--- src/rtl/rx_pkg.sv ---
// Shared constants, FSM state type and symbol placement helper for the
// rx symbol packer and its FIFO.
package rx_pkg;

  localparam int SYM_W         = 2;
  localparam int WORD_W        = 32;
  localparam int SYMS_PER_WORD = WORD_W / SYM_W;
  localparam int IDX_W         = $clog2(SYMS_PER_WORD);
  localparam int ENTRY_W       = WORD_W + 1;

  typedef enum logic [1:0] {
    IDLE,
    PACK,
    DROP
  } state_e;

  // Symbol idx of a word occupies bits [WORD_W-1-SYM_W*idx -: SYM_W] (MSB first).
  function automatic logic [WORD_W-1:0] place_sym(input logic [WORD_W-1:0] word,
                                                  input logic [IDX_W-1:0]  idx,
                                                  input logic [SYM_W-1:0]  sym);
    logic [WORD_W-1:0] w;
    w = word;
    w[WORD_W-1-SYM_W*int'(idx) -: SYM_W] = sym;
    return w;
  endfunction

endpackage

--- src/rtl/rx_sym_packer_if.sv ---
// Packed-word valid/ready stream from the symbol packer to the data mover.
interface rx_sym_packer_if #(
  parameter int WORD_W = rx_pkg::WORD_W
);
  logic [WORD_W-1:0] word;
  logic              word_last;
  logic              word_vld;
  logic              word_rdy;

  modport master (output word, output word_last, output word_vld, input  word_rdy);
  modport slave  (input  word, input  word_last, input  word_vld, output word_rdy);
endinterface

--- src/rtl/rx_sync_fifo.sv ---
// Single-clock first-word-fall-through FIFO. A written entry becomes visible
// at the head one cycle after the write edge; count and full track real occupancy.
module rx_sync_fifo #(
  parameter int WIDTH = 33,
  parameter int DEPTH = 64
) (
  input  logic                     i_clk,
  input  logic                     i_rst,
  input  logic                     i_push,
  input  logic [WIDTH-1:0]         i_push_data,
  input  logic                     i_pop,
  output logic [WIDTH-1:0]         o_pop_data,
  output logic                     o_full,
  output logic                     o_empty,
  output logic [$clog2(DEPTH):0]   o_count
);

  localparam int AW = $clog2(DEPTH);

  logic [WIDTH-1:0] r_mem [DEPTH];
  logic [AW:0]      r_wr_ptr;
  logic [AW:0]      r_wr_vis;
  logic [AW:0]      r_rd_ptr;
  logic [AW:0]      w_count;
  logic             w_pop_ok;
  logic             w_push_ok;

  assign w_count    = r_wr_ptr - r_rd_ptr;
  assign o_count    = w_count;
  assign o_full     = (w_count == (AW+1)'(DEPTH));
  assign o_empty    = (r_rd_ptr == r_wr_vis);
  assign o_pop_data = r_mem[r_rd_ptr[AW-1:0]];

  assign w_pop_ok  = i_pop && !o_empty;
  assign w_push_ok = i_push && (!o_full || w_pop_ok);

  // NOTE: storage is deliberately not reset; pointers alone define validity,
  // and leaving the array reset-free lets it map onto RAM.
  always_ff @(posedge i_clk) begin
    if (w_push_ok) r_mem[r_wr_ptr[AW-1:0]] <= i_push_data;
  end

  // NOTE: sequential state uses non-blocking assignments so every register
  // samples pre-edge values regardless of block ordering.
  always_ff @(posedge i_clk) begin
    if (i_rst) begin
      r_wr_ptr <= '0;
      r_wr_vis <= '0;
      r_rd_ptr <= '0;
    end else begin
      r_wr_vis <= r_wr_ptr;
      if (w_push_ok) r_wr_ptr <= r_wr_ptr + 1'b1;
      if (w_pop_ok)  r_rd_ptr <= r_rd_ptr + 1'b1;
    end
  end

endmodule

--- src/rtl/rx_sym_packer.sv ---
// Packs framed QPSK hard decisions MSB-first into 32-bit words, buffers them
// in a FWFT FIFO and reports frame length, completion, errors and overflow.
module rx_sym_packer
  import rx_pkg::*;
#(
  parameter int FIFO_DEPTH = 64,
  parameter int LEN_W      = 16
) (
  input  logic                          i_clk,
  input  logic                          i_rst,
  input  logic [SYM_W-1:0]              i_sym,
  input  logic                          i_sym_vld,
  input  logic                          i_sof,
  input  logic                          i_eof,
  rx_sym_packer_if.master               o_word_if,
  output logic [$clog2(FIFO_DEPTH):0]   o_fifo_cnt,
  output logic [LEN_W-1:0]              o_frame_len,
  output logic                          o_frame_done,
  output logic                          o_frame_err,
  output logic                          o_overflow
);

  localparam logic [IDX_W-1:0] IDX_LAST = IDX_W'(SYMS_PER_WORD - 1);

  state_e              r_state, w_state_nxt;
  logic [WORD_W-1:0]   r_shift, w_shift_nxt;
  logic [IDX_W-1:0]    r_idx, w_idx_nxt;
  logic [LEN_W-1:0]    r_len, w_len_nxt;
  logic                r_err, w_err_nxt;
  logic [LEN_W-1:0]    r_frame_len;
  logic                r_done, r_done_err, r_overflow;

  logic                w_push, w_push_last;
  logic [WORD_W-1:0]   w_push_word;
  logic                w_done, w_done_err;
  logic [LEN_W-1:0]    w_len_done;
  logic [WORD_W-1:0]   w_placed, w_first;
  logic [LEN_W-1:0]    w_len_inc;
  logic                w_fifo_full, w_fifo_empty, w_pop, w_fifo_blocked;
  logic [ENTRY_W-1:0]  w_head;

  assign w_placed  = place_sym(r_shift, r_idx, i_sym);
  assign w_first   = place_sym('0, '0, i_sym);
  assign w_len_inc = (r_len == '1) ? r_len : r_len + 1'b1;

  // A push is lost only when the FIFO is full and nothing leaves this cycle.
  assign w_pop          = o_word_if.word_vld && o_word_if.word_rdy;
  assign w_fifo_blocked = w_fifo_full && !w_pop;

  // NOTE: every output of this block gets a default first so no path leaves
  // a variable unassigned, which would otherwise infer a latch.
  always_comb begin
    w_state_nxt = r_state;
    w_shift_nxt = r_shift;
    w_idx_nxt   = r_idx;
    w_len_nxt   = r_len;
    w_err_nxt   = r_err;
    w_push      = 1'b0;
    w_push_word = w_placed;
    w_push_last = 1'b0;
    w_done      = 1'b0;
    w_done_err  = 1'b0;
    w_len_done  = w_len_inc;

    if (i_sym_vld) begin
      if (i_sof) begin
        // Restart aborts any frame in flight and reports it as corrupted.
        if (r_state != IDLE) begin
          w_done     = 1'b1;
          w_done_err = 1'b1;
          w_len_done = r_len;
        end
        w_len_nxt   = LEN_W'(1);
        w_err_nxt   = 1'b0;
        w_shift_nxt = w_first;
        w_idx_nxt   = IDX_W'(1);
        w_state_nxt = PACK;
        if (i_eof) begin
          w_push      = 1'b1;
          w_push_word = w_first;
          w_push_last = 1'b1;
          w_shift_nxt = '0;
          w_idx_nxt   = '0;
          w_state_nxt = IDLE;
          if (r_state == IDLE) begin
            w_done     = 1'b1;
            w_done_err = w_fifo_blocked;
            w_len_done = LEN_W'(1);
          end
        end
      end else begin
        unique case (r_state)
          PACK: begin
            w_len_nxt = w_len_inc;
            if (i_eof) begin
              w_push      = 1'b1;
              w_push_last = 1'b1;
              w_done      = 1'b1;
              w_done_err  = r_err || w_fifo_blocked;
              w_shift_nxt = '0;
              w_idx_nxt   = '0;
              w_state_nxt = IDLE;
            end else if (r_idx == IDX_LAST) begin
              w_push      = 1'b1;
              w_shift_nxt = '0;
              w_idx_nxt   = '0;
              if (w_fifo_blocked) begin
                w_err_nxt   = 1'b1;
                w_state_nxt = DROP;
              end
            end else begin
              w_shift_nxt = w_placed;
              w_idx_nxt   = r_idx + 1'b1;
            end
          end
          DROP: begin
            w_len_nxt = w_len_inc;
            if (i_eof) begin
              w_done      = 1'b1;
              w_done_err  = 1'b1;
              w_state_nxt = IDLE;
            end
          end
          default: ;
        endcase
      end
    end
  end

  always_ff @(posedge i_clk) begin
    if (i_rst) begin
      r_state     <= IDLE;
      r_shift     <= '0;
      r_idx       <= '0;
      r_len       <= '0;
      r_err       <= 1'b0;
      r_frame_len <= '0;
      r_done      <= 1'b0;
      r_done_err  <= 1'b0;
      r_overflow  <= 1'b0;
    end else begin
      r_state    <= w_state_nxt;
      r_shift    <= w_shift_nxt;
      r_idx      <= w_idx_nxt;
      r_len      <= w_len_nxt;
      r_err      <= w_err_nxt;
      r_done     <= w_done;
      r_done_err <= w_done_err;
      if (w_done)                   r_frame_len <= w_len_done;
      if (w_push && w_fifo_blocked) r_overflow  <= 1'b1;
    end
  end

  rx_sync_fifo #(
    .WIDTH (ENTRY_W),
    .DEPTH (FIFO_DEPTH)
  ) u_fifo (
    .i_clk       (i_clk),
    .i_rst       (i_rst),
    .i_push      (w_push),
    .i_push_data ({w_push_last, w_push_word}),
    .i_pop       (w_pop),
    .o_pop_data  (w_head),
    .o_full      (w_fifo_full),
    .o_empty     (w_fifo_empty),
    .o_count     (o_fifo_cnt)
  );

  assign o_word_if.word      = w_head[WORD_W-1:0];
  assign o_word_if.word_last = w_head[WORD_W];
  assign o_word_if.word_vld  = !w_fifo_empty;

  assign o_frame_len  = r_frame_len;
  assign o_frame_done = r_done;
  assign o_frame_err  = r_done_err;
  assign o_overflow   = r_overflow;

endmodule

--- src/flat_wrapper.sv ---
// flat-port wrapper written by rule: the top's interface ports become plain ports
module rx_sym_packer_flat import rx_pkg::*;
#(
  parameter int FIFO_DEPTH = 64,
  parameter int LEN_W      = 16
)
  (i_clk, i_rst, i_sym, i_sym_vld, i_sof, i_eof, o_fifo_cnt, o_frame_len, o_frame_done, o_frame_err, o_overflow, o_word_if_word, o_word_if_word_last, o_word_if_word_vld, o_word_if_word_rdy);
  rx_sym_packer_if #(.WORD_W(32)) o_word_if_i ();
  input  logic i_clk;
  input  logic i_rst;
  input  logic [SYM_W-1:0] i_sym;
  input  logic i_sym_vld;
  input  logic i_sof;
  input  logic i_eof;
  output logic [$clog2(FIFO_DEPTH):0] o_fifo_cnt;
  output logic [LEN_W-1:0] o_frame_len;
  output logic o_frame_done;
  output logic o_frame_err;
  output logic o_overflow;
  output wire logic [$bits(o_word_if_i.word)-1:0] o_word_if_word;
  output wire logic [$bits(o_word_if_i.word_last)-1:0] o_word_if_word_last;
  output wire logic [$bits(o_word_if_i.word_vld)-1:0] o_word_if_word_vld;
  input wire logic [$bits(o_word_if_i.word_rdy)-1:0] o_word_if_word_rdy;
  assign o_word_if_word = o_word_if_i.word;
  assign o_word_if_word_last = o_word_if_i.word_last;
  assign o_word_if_word_vld = o_word_if_i.word_vld;
  assign o_word_if_i.word_rdy = o_word_if_word_rdy;
  rx_sym_packer #(.FIFO_DEPTH(FIFO_DEPTH), .LEN_W(LEN_W)) u_core (.i_clk(i_clk), .i_rst(i_rst), .i_sym(i_sym), .i_sym_vld(i_sym_vld), .i_sof(i_sof), .i_eof(i_eof), .o_word_if(o_word_if_i), .o_fifo_cnt(o_fifo_cnt), .o_frame_len(o_frame_len), .o_frame_done(o_frame_done), .o_frame_err(o_frame_err), .o_overflow(o_overflow));
endmodule
--- config.mk ---
export PLATFORM = sky130hd
export DESIGN_NAME = rx_sym_packer_flat
export DESIGN_NICKNAME = d
export VERILOG_FILES = /design/src/rtl/rx_pkg.sv /design/src/rtl/rx_sym_packer_if.sv /design/src/rtl/rx_sync_fifo.sv /design/src/rtl/rx_sym_packer.sv /design/src/flat_wrapper.sv
export SDC_FILE = /design/constraint.sdc
export NUM_CORES = 2
export LEC_CHECK = 0
export CORE_MARGIN = 10
export CORE_UTILIZATION = 51
export CTS_CLUSTER_DIAMETER = 40
export DETAILED_ROUTE_END_ITERATION = 16
export HOLD_SLACK_MARGIN = 0.08
export PLACE_DENSITY = 0.69
export SYNTH_ARGS = -nofsm -noshare
export SYNTH_HDL_FRONTEND = slang
export SYNTH_SLANG_ARGS = --single-unit
--- constraint.sdc ---
create_clock -name i_clk -period 6.2 [get_ports i_clk]
set_input_delay 1.24 -clock i_clk [delete_from_list [all_inputs] [get_ports i_clk]]
set_output_delay 1.24 -clock i_clk [all_outputs]
set_load 0.1 [all_outputs]
=== Word level (Yosys, flattened, before mapping) ===
Memory sizes are Yosys's and may differ from the RTL's. A register that Yosys moved wholly into a read port is not among the register bits.
Cells that the tools add are included.

* Flip-flop bits (word level): 95
* Memories: 1
* Input bits: 8
* Bits in writable memories: 2,112

{| class="wikitable"
|+ Memory list
! name !! depth !! bits a word !! rd ports !! clocked after memory_dff !! wr ports !! line !! RTL
|-
| u_core.u_fifo.r_mem || 64 || 33 || 1 || 1 || 1 || rx_sync_fifo.sv:20 || <nowiki>logic [WIDTH-1:0] r_mem [DEPTH];</nowiki>
|}

* Add/subtract/negate cells: 7
* Bitwise gates (word level): 1
* Eq/ne operators: 10
* Shifts and indexed selects: 2
* Muxes and demuxes: 58
* Reduce and logical (&&, ||, !) cells: 23

{| class="wikitable"
|+ Operators by type and width
! cell !! count
|-
| 32-bit 2-to-1 mux || 8
|-
| 16-bit 2-to-1 mux || 8
|-
| 32-bit negation with 33-bit output || 1
|-
| 2-bit by 33-bit variable shift with 33-bit output (first input constant) || 1
|-
| 2-bit by 33-bit indexed part select with 33-bit output || 1
|-
| 32-bit bitwise mux || 1
|-
| 1-bit 2-to-1 mux || 28
|-
| 16-bit by 1-bit adder with 16-bit output (second input constant) || 1
|-
| 16-bit equality test (second input constant) || 1
|-
| 4-bit 2-to-1 mux || 4
|-
| 7-bit by 1-bit adder with 7-bit output (second input constant) || 2
|-
| 6-bit 2-to-1 mux || 2
|-
| 2-bit 2-to-1 mux || 5
|-
| 5-bit AND reduction || 2
|-
| 2-bit nonzero test || 5
|-
| 4-bit by 3-bit inequality test with 1-bit output (second input constant) || 2
|-
| 7-bit equality test || 1
|-
| 7-bit equality test (second input constant) || 1
|-
| 7-bit subtractor || 1
|-
| 5-bit by 5-bit subtractor with 6-bit output (first input constant) || 1
|-
| 1-bit logical AND || 5
|-
| 4-bit by 1-bit adder with 4-bit output (second input constant) || 1
|-
| 4-bit equality test (second input constant) || 1
|-
| 2-bit one-hot mux with 2 select lines || 1
|-
| 12 further kinds || 17
|}

=== Longest topological paths before layout ===
* Depth in word-level cells: 10
* Mapped depth: 11
* Gate-level depth less buffers: 10

=== Modules after synthesis ===
Synthesis repeated with hierarchy kept, for this count alone.

* Cell total of the unflattened synthesis: 4,013
* Area total of the unflattened synthesis: 86,254.0 µm²

{| class="wikitable"
|+ Modules (own cells, without submodules)
! module !! area each (µm²) !! times used !! cells each
|-
| rx_sync_fifo || 81,808.5 || 1 || 3,401
|-
| rx_sym_packer || 4,445.5 || 1 || 612
|}

=== Least setup slack after synthesis ===
Ideal clock, no wire load.

* Path type: register to register
* Start: register u_core.u_fifo.r_wr_ptr[0]
* End: memory u_core.u_fifo.r_mem[27][0], enable pin
* Arrival time: 6.753 ns
* Clock period less this slack: 7.260 ns
* Path buffers: 1
* Setup slack: -1.060 ns
* Stages on the path, launching flop included: 12
* Library setup time: 0.506 ns
* Data required time: 5.694 ns
* Cells stage by stage: dfxtp_1 inv_1 ha_1 inv_1 fa_1 a211oi_1 o21bai_1 xnor2_1 or4_4 o21ai_1 buf_2 nor4_1

* Cells in the longest elaborated chain, start to end: 7

{| class="wikitable"
|+ RTL lines
! element !! line !! RTL
|-
| start, declared || rx_sync_fifo.sv:21 || <nowiki>logic [AW:0] r_wr_ptr;</nowiki>
|-
| start signal, assigned || rx_sync_fifo.sv:52 || <nowiki>if (w_push_ok) r_wr_ptr <= r_wr_ptr + 1'b1;</nowiki>
|-
| 7-bit subtractor || rx_sync_fifo.sv:28 || <nowiki>assign w_count = r_wr_ptr - r_rd_ptr;</nowiki>
|-
| via o_fifo_cnt[4] || flat_wrapper.sv:15 || <nowiki>output logic [$clog2(FIFO_DEPTH):0] o_fifo_cnt;</nowiki>
|-
| 7-bit equality test || rx_sync_fifo.sv:30 || <nowiki>assign o_full = (w_count == (AW+1)'(DEPTH));</nowiki>
|-
| 1-bit logical NOT || rx_sync_fifo.sv:35 || <nowiki>assign w_push_ok = i_push && (!o_full || w_pop_ok);</nowiki>
|-
| 1-bit logical OR || rx_sync_fifo.sv:35 ||
|-
| 1-bit logical AND || rx_sync_fifo.sv:35 ||
|-
| 1-bit 2-to-1 mux || rx_sync_fifo.sv:40 || <nowiki>if (w_push_ok) r_mem[r_wr_ptr[AW-1:0]] <= i_push_data;</nowiki>
|-
| 1-bit 2-to-1 mux (implied by the code) || rx_sync_fifo.sv:40 ||
|-
| end, declared || rx_sync_fifo.sv:20 ||
|}

The timed path passes the listed nets, and every way through them passes these cells.

==> results_dict.tcl <==
set metrics [dict create \
    status "finished clean" \
    clockRootBuffer "clkbuf_16" \
    clock_sink_count 2213 \
    synth_area_um2 86000 \
    ios 68 \
    gp_routability_congestion 0.827 \
    die_w_um 431 \
    drtIter0Drc 4892 \
    r2r_cells 12 \
    insertion_delay_ps 870 \
    powerDensity_nw_per_um2 318 \
    rsz0062_at_grt "no" \
    grt_overflow 0 \
    p_switching_mw 6.65 \
    slew_headroom_pct 7.19 \
    max_freq_mhz 179 \
    synthArstFlopShare_pct 0 \
    io_buffers 67 \
    cp.arrival_ps 4350 \
    ys_warn_count 0 \
    syn_avg_cell_area_um2 22.3 \
    min_period_over_period_pct 90.1 \
    grt_pass1_vias 42508 \
    fin_area_um2 98700 \
    h-tree-depth 4 \
    synth_seq_cells 2213 \
    reg2reg_to "u_core.u_fifo.r_mem[58][13]$_DFFE_PP_" \
    critical-path-max-stage-delay_ps 850 \
    path_common_cell "mux4_2" \
    worst_slew_pin_slew_ps 1390 \
    sequentialPowerShare_pct 51.6 \
    synth_common_cells "2112 x edfxtp_1, 679 x mux4_2, 140 x nor2_1" \
    initial_utilization_pct 51.4 \
    via_count 41716 \
    seq_area_um2 65500 \
    antenna_found_initial 12 \
    ctsHoldBuffers 0 \
    drc 0 \
    die_h_um 431 \
    path_cells "buf_12 -> mux4_2 -> mux4_2 -> nor2b_1 -> a211oi_1 -> a21oi_1 -> buf_4" \
    num_rows 150 \
    drt-total-wl_um 209000 \
    critPathKind "flop to output port" \
    power_frac_comb_pct 4.2 \
    critical-path-top-delay-family "multiplexers" \
    clockPowerShare_pct 44.2 \
    fin_crit_ps 5590 \
    drv_slew 0 \
    synth_edf_count 2112 \
    postSynthCellCount 3853 \
    intPower_mw 24.7 \
    cp_data_required_time_ps 4960 \
    ir_worst_vdd_v 0.000263 \
    post-cts-setup-buffer-count 0 \
    synth_ff_type "edfxtp_1" \
    min_to "u_core.o_frame_len[14]$_SDFFE_PP0P_" \
    grt_use_total_pct 22.6 \
    hold_start "u_core.o_frame_len[14]$_SDFFE_PP0P_" \
    layout-drive-gt1-share_pct 32.1 \
    timing.rr.start "u_core.u_fifo.r_wr_ptr[0]$_SDFFE_PP0P_" \
    viasPerCell 6.40 \
    cts_tree "yes" \
    final_nets 4142 \
    ys_types 63 \
    grt_max_degree 101 \
    drt_pass1_iterations 5 \
    yosysMostFrequentCell "edfxtp_1" \
    yosys.area.top_type_share_pct 73.7 \
    cp_max_fo 45 \
    setup_viol 0 \
    min_path_cells 2 \
    synth_fp_nets 3880 \
    crit_buf_inv 2 \
    place_hpwl_um 115000 \
    routedWlPerCell_um 32.0 \
    grt_pass1_wl_um 306000 \
    switching_share_pct 21.2 \
    fin_util_pct 59.0 \
    clkSlewWorstSetupHoldPaths_ps 60 \
    seq_area_frac_synth_pct 76.1 \
    cts.path.max_buffers 3 \
    fp.coreArea_um2 167000 \
    crit_path_start_kind "flop" \
    hp-class "flop to flop" \
    place_area_um2 91000 \
    slowest_stage "dfxtp_4" \
    maxCapViolCount 0 \
    cts_resized 0 \
    multi_input_area_um2 20400 \
    ant_nets 0 \
    power.leakage_nw 30.6 \
    cp-end-kind "output port" \
    numCtsBuffers 235 \
    synthTopCellsByArea "edfxtp_1 74%, mux4_2 18%, dfxtp_1 2.4%, nor2_1 0.61%, clkbuf_1 0.52%" \
    hold_viol 0 \
    die_area_um2 185000 \
    clock_skew_ps 38.4 \
    rrSetupSlack_ps 1740 \
    area_delta_synth_final_pct 14.8 \
    synth_top_area_cell "edfxtp_1" \
    num-fill-cells 11677 \
]
## cell usage in the layout, fill, tap and decap left out, types with 39 or more instances in the layout
cell | netlist | routed
edfxtp_1 | 2112 | 2112
mux4_2 | 679 | 679
clkbuf_16 | 0 | 238
buf_4 | 10 | 192
nor2_1 | 140 | 112
dfxtp_1 | 101 | 95
a21oi_1 | 83 | 79
nand2_1 | 53 | 53
nor3_4 | 0 | 45
o21ai_0 | 44 | 41
clkinv_2 | 0 | 39
## area by class of cell
| cell class | count | share of cell area, % |
|---|---|---|
| Tap cell | 2204 | 2.79 |
| Timing Repair Buffer | 250 | 2.30 |
| Sequential cell | 2213 | 66.3 |
| Inverter | 26 | 0.0989 |
| Clock buffer | 274 | 6.17 |
| Clock inverter | 158 | 1.68 |
| Multi-Input combinational cell | 1389 | 20.6 |
| Antenna cell | 4 | 0.0101 |
## power groups by stage
stage / Combinational [mW] / Sequential, mW / Clock, mW
final: 1.33 / 16.2 / 13.9
after global placement: 1.34 / 16.5 / 0
after global routing: 1.41 / 16.2 / 14.7
after CTS: 1.35 / 16.2 / 14.1
after floorplan: 0.958 / 16.5 / 0
after detailed placement: 1.34 / 16.5 / 0
## worst reg2reg max path: stages, from the launching register on
cell      delay [ps]
dfxtp_1          370
inv_1            180
ha_1             190
inv_1             50
fa_1             400
a211oi_1         410
or4b_2           190
nand3_1           80
o21ai_0          650
o211ai_4         100
buf_4            400
nor3_4           310
buf_4            660
## per-layer routing
metal	GRT usage [%]	routed length (um)	vias to the layer above
met3	4.50	17500	338
met5	0	50	-
met2	37.6	105000	2048
met4	7.38	6330	8
met1	30.3	79600	22413
li1	-	-	16909
## how the worst max path moves through the flow
stage,start,endpoint,slack [ps],depth (start not counted)
floorplan,u_core.u_fifo.r_wr_ptr[0]$_SDFFE_PP0P_,u_core.u_fifo.r_mem[27][0]$_DFFE_PP_,-1060,11
global placement,i_sym_vld,u_core.u_fifo.r_mem[31][13]$_DFFE_PP_,1210,9
detailed placement,i_sym_vld,u_core.u_fifo.r_mem[31][15]$_DFFE_PP_,1190,9
CTS,flop,o_word_if_word[21],550,7
global route,flop,o_word_if_word[21],450,7
finish,flop,o_word_if_word[21],610,7
## state kept, by name, indices dropped and copies added (netlist names), named ones only
signal                  flops
u_core.r_len               16
u_core.o_frame_done         1
u_core.o_overflow           1
u_core.o_frame_err          1
u_core.o_frame_len         16
u_core.r_idx                4
u_core.r_shift             32
u_core.u_fifo.r_rd_ptr      7
u_core.r_state              2
u_core.u_fifo.r_wr_vis      7
u_core.u_fifo.r_mem      2112
u_core.u_fifo.r_wr_ptr      7
u_core.r_err                1
## per-stage QoR
stage | hold slack [ps] | std cells | setup WS [ps] | setup TNS, ps | total power [mW]
floorplan | 456 | 3853 | -1060 | -271400 | 17.5
global placement | 442 | 6082 | 1210 | 0 | 17.8
detailed placement | 447 | 6082 | 1190 | 0 | 17.9
CTS | 457 | 6514 | 552 | 0 | 31.6
global route | 472 | 6514 | 452 | 0 | 32.3
finish | 456 | 6518 | 613 | 0 | 31.4
## cells by family after synthesis
logic type / share of synthesized area (%)
adders and majority gates: 0.285
buffers and inverters: 1.31
xor gates and xnor gates: 0.173
and+or+nand+nor: 2.25
AOI/OAI and AO/OA: 1.70
DFF: 76.1
muxes: 18.2
No activity file was read; power rests on OpenSTA's default activity.
